==> src/rtl/mdu_pkg.sv <==
// Shared definitions for the iterative multiply/divide unit: op encoding,
// FSM state encoding and the default iteration count.
package mdu_pkg;

   localparam int MDU_ITER = 16;

   typedef enum logic [1:0] {
      OP_MUL  = 2'b00,
      OP_MULH = 2'b01,
      OP_DIVU = 2'b10,
      OP_REMU = 2'b11
   } op_e;

   typedef enum logic [1:0] {
      ST_IDLE = 2'b00,
      ST_RUN  = 2'b01,
      ST_DONE = 2'b10
   } state_e;

   function automatic logic op_is_mul(input op_e o);
      return (o == OP_MUL) || (o == OP_MULH);
   endfunction

endpackage

==> src/rtl/mul_div_unit.sv <==
// Iterative 16-bit unsigned multiply (shift-add) and divide (restoring), one bit per cycle.
// Fixed latency: start accepted at edge 0, done/wb_en pulse in the cycle after edge ITER; start ignored while busy.
module mul_div_unit
   import mdu_pkg::*;
#(
   parameter int ITER = MDU_ITER
) (
   input  logic        CLK,
   input  logic        Reset,
   input  logic        start,
   input  logic [1:0]  op,
   input  logic [15:0] operand_a,
   input  logic [15:0] operand_b,
   input  logic [4:0]  dst_addr,
   output logic        busy,
   output logic        done,
   output logic [15:0] result,
   output logic        wb_en,
   output logic [4:0]  wb_addr
);

   localparam int CW = (ITER > 1) ? $clog2(ITER) : 1;
   localparam logic [CW-1:0] LAST = CW'(ITER - 1);

   state_e        state, state_nxt;
   op_e           op_q;
   logic [15:0]   hi_q, lo_q, m_q;
   logic [4:0]    dst_q;
   logic [CW-1:0] cnt_q;
   logic          accept;
   logic          last;
   logic [15:0]   hi_nxt, lo_nxt;
   logic [16:0]   mul_sum;
   logic [16:0]   div_shift;
   logic [17:0]   div_diff;

   always_ff @(posedge CLK or posedge Reset) begin
      if (Reset) state <= ST_IDLE;
      else       state <= state_nxt;
   end

   always_comb begin
      state_nxt = state;
      accept    = 1'b0;
      last      = (cnt_q == LAST);
      case (state)
         ST_IDLE: begin
            if (start) begin
               state_nxt = ST_RUN;
               accept    = 1'b1;
            end
         end
         ST_RUN: begin
            if (last) state_nxt = ST_DONE;
         end
         ST_DONE: begin
            if (start) begin
               state_nxt = ST_RUN;
               accept    = 1'b1;
            end else begin
               state_nxt = ST_IDLE;
            end
         end
         default: state_nxt = ST_IDLE;
      endcase
   end

   // hi holds the running product-high / partial remainder; lo holds the
   // multiplier being consumed / dividend being shifted out and quotient shifted in.
   always_comb begin
      mul_sum   = {1'b0, hi_q} + (lo_q[0] ? {1'b0, m_q} : 17'd0);
      div_shift = {hi_q, lo_q[15]};
      div_diff  = {1'b0, div_shift} - {2'b00, m_q};
      hi_nxt    = hi_q;
      lo_nxt    = lo_q;
      if (op_is_mul(op_q)) begin
         {hi_nxt, lo_nxt} = {mul_sum, lo_q[15:1]};
      end else if (!div_diff[17]) begin
         hi_nxt = div_diff[15:0];
         lo_nxt = {lo_q[14:0], 1'b1};
      end else begin
         hi_nxt = div_shift[15:0];
         lo_nxt = {lo_q[14:0], 1'b0};
      end
   end

   // A zero divisor needs no special case: every trial subtract succeeds, giving
   // an all-ones quotient and leaving the dividend as the remainder.
   always_ff @(posedge CLK or posedge Reset) begin
      if (Reset) begin
         op_q  <= OP_MUL;
         dst_q <= '0;
         cnt_q <= '0;
         hi_q  <= '0;
         lo_q  <= '0;
         m_q   <= '0;
      end else if (accept) begin
         op_q  <= op_e'(op);
         dst_q <= dst_addr;
         cnt_q <= '0;
         hi_q  <= '0;
         if (op_is_mul(op_e'(op))) begin
            m_q  <= operand_a;
            lo_q <= operand_b;
         end else begin
            m_q  <= operand_b;
            lo_q <= operand_a;
         end
      end else if (state == ST_RUN) begin
         hi_q  <= hi_nxt;
         lo_q  <= lo_nxt;
         cnt_q <= cnt_q + CW'(1);
      end
   end

   always_comb begin
      result = '0;
      if (state == ST_DONE) begin
         case (op_q)
            OP_MUL, OP_DIVU:  result = lo_q;
            OP_MULH, OP_REMU: result = hi_q;
            default:          result = '0;
         endcase
      end
   end

   assign busy    = (state == ST_RUN);
   assign done    = (state == ST_DONE);
   assign wb_en   = done;
   assign wb_addr = dst_q;

endmodule

==> config.mk <==
export PLATFORM = sky130hd
export DESIGN_NAME = mul_div_unit
export DESIGN_NICKNAME = d
export VERILOG_FILES = /design/src/rtl/mdu_pkg.sv /design/src/rtl/mul_div_unit.sv
export SDC_FILE = /design/constraint.sdc
export NUM_CORES = 1
export LEC_CHECK = 0
export ABC_AREA = 1
export BUFFER_PORTS_ARGS = -buffer_cell sky130_fd_sc_hd__buf_2
export CORE_MARGIN = 5
export CORE_UTILIZATION = 30
export DETAILED_ROUTE_END_ITERATION = 6
export PLACE_DENSITY = 0.47
export SYNTH_ARGS = -nofsm -noshare
export SYNTH_HDL_FRONTEND = slang
export SYNTH_SLANG_ARGS = --single-unit
==> constraint.sdc <==
create_clock -name CLK -period 2.5 [get_ports CLK]
set_clock_uncertainty 0.1 [all_clocks]
set_input_delay 0.5 -clock CLK [delete_from_list [all_inputs] [get_ports CLK]]
set_output_delay 0.5 -clock CLK [all_outputs]
set_load 0.01 [all_outputs]
==> out/qor.csv <==
stage,metric,value,unit
pwr,power_density,1630,mW/mm^2
clock_tree,postCtsHoldBufs,0,
detailed_routing,drc,0,
detailed_routing,drt_iter0_markers,340,
synthesis,syn_inst,876,
global_routing,grt_pass1_vias,5550,
worst_setup_path,cp-end-kind,flip-flop,
synthesis,synth-seq-area-share,28.0,%
worst_setup_path,critPathMostFrequentCell,nand2_1,
cells_and_area,nFillCells,1964,
clock_tree,cts_tree,done,
floorplan,start_util,30.4,%
run_status,status,finished clean,
clock_tree,cts_resized,0,
hold_path,hold_path_class,in2async,
cells_and_area,drive_gt1_share,15.2,%
worst_setup_path,reg2reg_slack,0.18,ns
floorplan,coreArea,0.0180,sq mm
synthesis,syn-cell-area,0.00546,sq mm
global_routing,grt-busiest-layer,met2,
timing,rsz0062_at_grt,no,
floorplan,die_w,145,um
clock_tree,clock-sinks,61,
timing,max_freq,432,MHz
worst_setup_path,worst_path_largest_cell_delay,0.41,ns
pwr,ir_worst_vdd,0.000453,V
timing,slew_headroom,72.3,%
cells_and_area,final_util,36.4,%
floorplan,die_h,145,um
global_routing,antenna_found_initial,0,
pwr,leakagePower,3.54,nW
place,place_hpwl,14.7,mm
clock_tree,clkLatencyLatePin,0.34,ns
synthesis,synth_nets,953,
cells_and_area,area_growth,19.6,%
timing,setup_tns,0,ns
worst_setup_path,reg2regPathDepth,15,
detailed_routing,viasPerCell,4.87,
global_routing,use_met3,2.69,%
detailed_routing,first_pass_iters,5,
detailed_routing,vias,5742,
floorplan,io_pins,66,
synthesis,yosysWarnings,0,
timing,finalMaxSlewViolations,0,
clock_tree,clock-root-buffer,clkbuf_16,
global_routing,grt_pass1_wl,29.7,mm
synthesis,syn_area_per_cell,6.23,sq um
clock_tree,htreeDepth,3,
global_routing,grt_use_total,18.2,%
detailed_routing,drt.antenna.violating_nets,0,
run,drv_cap,0,
global_routing,grt_start_max_net_pins,50,
synthesis,synthArstFlopShare,100,%
global_routing,use_met1,26.8,%
worst_setup_path,arrival,2.45,ns
worst_setup_path,cp_slowest_cell,dfrtp_1,
synthesis,synth_seq_cells,61,
cells_and_area,fin_nets,1024,
clock_tree,clk_pin_slew,0.06,ns
worst_setup_path,crit_chain,buf_4 > nand2_1 > inv_1 > ha_1 > nand2_1 > inv_1 > nand2_1 > nor3_1 > nand2_1 > nand3_1 > nand2_1 > nor2_1 > nor2_1 > nand2_1 > nand2_1,
place,gp_congestion,0.909,
worst_setup_path,crit_type,reg2reg,
place,port-buffer-count,65,
timing,finalHoldViolCount,0,
timing,finalCriticalPeriod,2.32,ns
worst_setup_path,cp-start-kind,flip-flop,
detailed_routing,wirelength,18.5,mm
cells_and_area,seqCellArea,0.00153,sq mm
synthesis,synth.distinct_cells,38,
timing,tightestPinTransition,0.415,ns
synthesis,synth_edf_count,0,
worst_setup_path,reg2reg_from,lo_q[0],
clock_tree,numCtsBuffers,9,
synthesis,ys.flop_type,dfrtp_1,
floorplan,rows,49,
worst_setup_path,required,2.63,ns
worst_setup_path,worstReg2RegEnd,hi_q[12],
floorplan,dieArea,0.0210,sq mm
global_routing,met2_usage,27.9,%
timing,setup_viol_count_final,0,
cells_and_area,multiInputGateArea,0.00331,sq mm
timing,finalCritPeriodShare,92.7,%
clock_tree,cts_buffer_depth,2,
cells_and_area,diodes,0,
clock_tree,post_cts_buffers,0,
worst_setup_path,critPathMaxFanout,14,
detailed_routing,wl_per_cell,15.7,um
global_routing,gr-total-overflow,0,
-- sequential cells by signal, indices dropped and copies added, names as in the netlist --
name	cells
state	2
lo_q	16
op_q	2
hi_q	16
wb_addr	5
m_q	16
cnt_q	4
-- stage by stage --
step           hold slack [ns]  area (sq um)  power, mW  cells  setup WS (ns)
5_1_grt                 0.0804          6530       11.9   1180        0.00573
2_1_floorplan            0.371          5460       7.17    876         0.0844
4_1_cts                 0.0613          6510       10.7   1180         0.0493
6_report                0.0468          6530       10.7   1180          0.183
3_5_place_dp             0.365          6210       9.30   1165          0.120
3_3_place_gp             0.362          6210       9.41   1165          0.123
-- critical path: cells and delay by family, from the launching register on --
family | cells | cell delay (ns)
adders and majority gates | 1 | 0.35
buffers and inverters | 3 | 0.33
DFF | 1 | 0.41
and+or+nand+nor | 11 | 1.00
-- how the worst max path moves through the flow --
stage                  start         end  depth (start not counted)
detailed placement   lo_q[0]     hi_q[5]                         10
finish               lo_q[0]    hi_q[12]                         15
CTS                 state[0]  result[15]                          6
global placement     lo_q[0]     hi_q[5]                         10
floorplan            lo_q[0]     hi_q[5]                         14
global route         lo_q[0]    hi_q[12]                         12
-- synth_stat cells (2+ instances only) --
cell,n,share of area (%)
nand3_1,58,5.3
o211ai_1,5,0.69
inv_2,9,0.62
nand3_2,2,0.37
or2_2,6,0.69
nand3b_1,5,0.69
clkinv_1,2,0.14
nand4_1,14,1.6
o21ai_0,92,8.4
o21ai_1,8,0.73
dfrtp_1,61,28
o22ai_1,10,1.1
buf_2,8,0.73
xor2_1,8,1.3
a21oi_1,63,5.8
a31oi_1,5,0.57
fa_1,2,0.73
and2_1,4,0.46
nand2_2,4,0.46
ha_1,33,7.6
nor3_1,2,0.18
nand2_1,251,17
nor2_1,69,4.7
clkbuf_1,28,1.9
inv_1,114,7.8
-- power breakdown --
group	switching, mW	internal (mW)
logic	4.68	2.68
clock network	0.484	0.817
registers	0.495	1.51
-- per-layer routing --
metal | part of all wire [%] | vias up | routed length [um]
li1 | - | 2977 | -
met1 | 51 | 2613 | 9430
met2 | 43 | 133 | 8060
met3 | 4.0 | 19 | 748
met4 | 1.7 | 0 | 308
met5 | 0 | - | 0
-- cell families (layout without fill, tap and decap cells) --
kind of cell | after synthesis | count (layout) | synth area share [%]
flip-flops | 61 | 61 | 28.0
adder cells (fa/ha/maj) | 35 | 35 | 8.30
AO/OA/AOI/OAI | 190 | 190 | 18.4
AND/OR/NAND/NOR | 418 | 418 | 32.4
buffers and inverters | 164 | 239 | 11.7
XOR/XNOR | 8 | 8 | 1.28
-- cell usage in the layout, fill, tap and decap left out, types with 14 or more instances in the layout --
cell type	instances
nand2_1	251
inv_1	112
o21ai_0	92
nor2_1	68
buf_2	65
a21oi_1	62
dfrtp_1	61
nand3_1	57
ha_1	32
buf_4	30
nand4_1	14
-- area by class of cell --
class	count	share of cell area, %
Multi-Input combinational cell	651	50.7
Sequential cell	61	23.4
Timing Repair Buffer	99	9.66
Inverter	125	7.24
Tap cell	229	4.39
Clock buffer	11	3.87
Clock inverter	4	0.728
(Power assumes the default switching activity.)
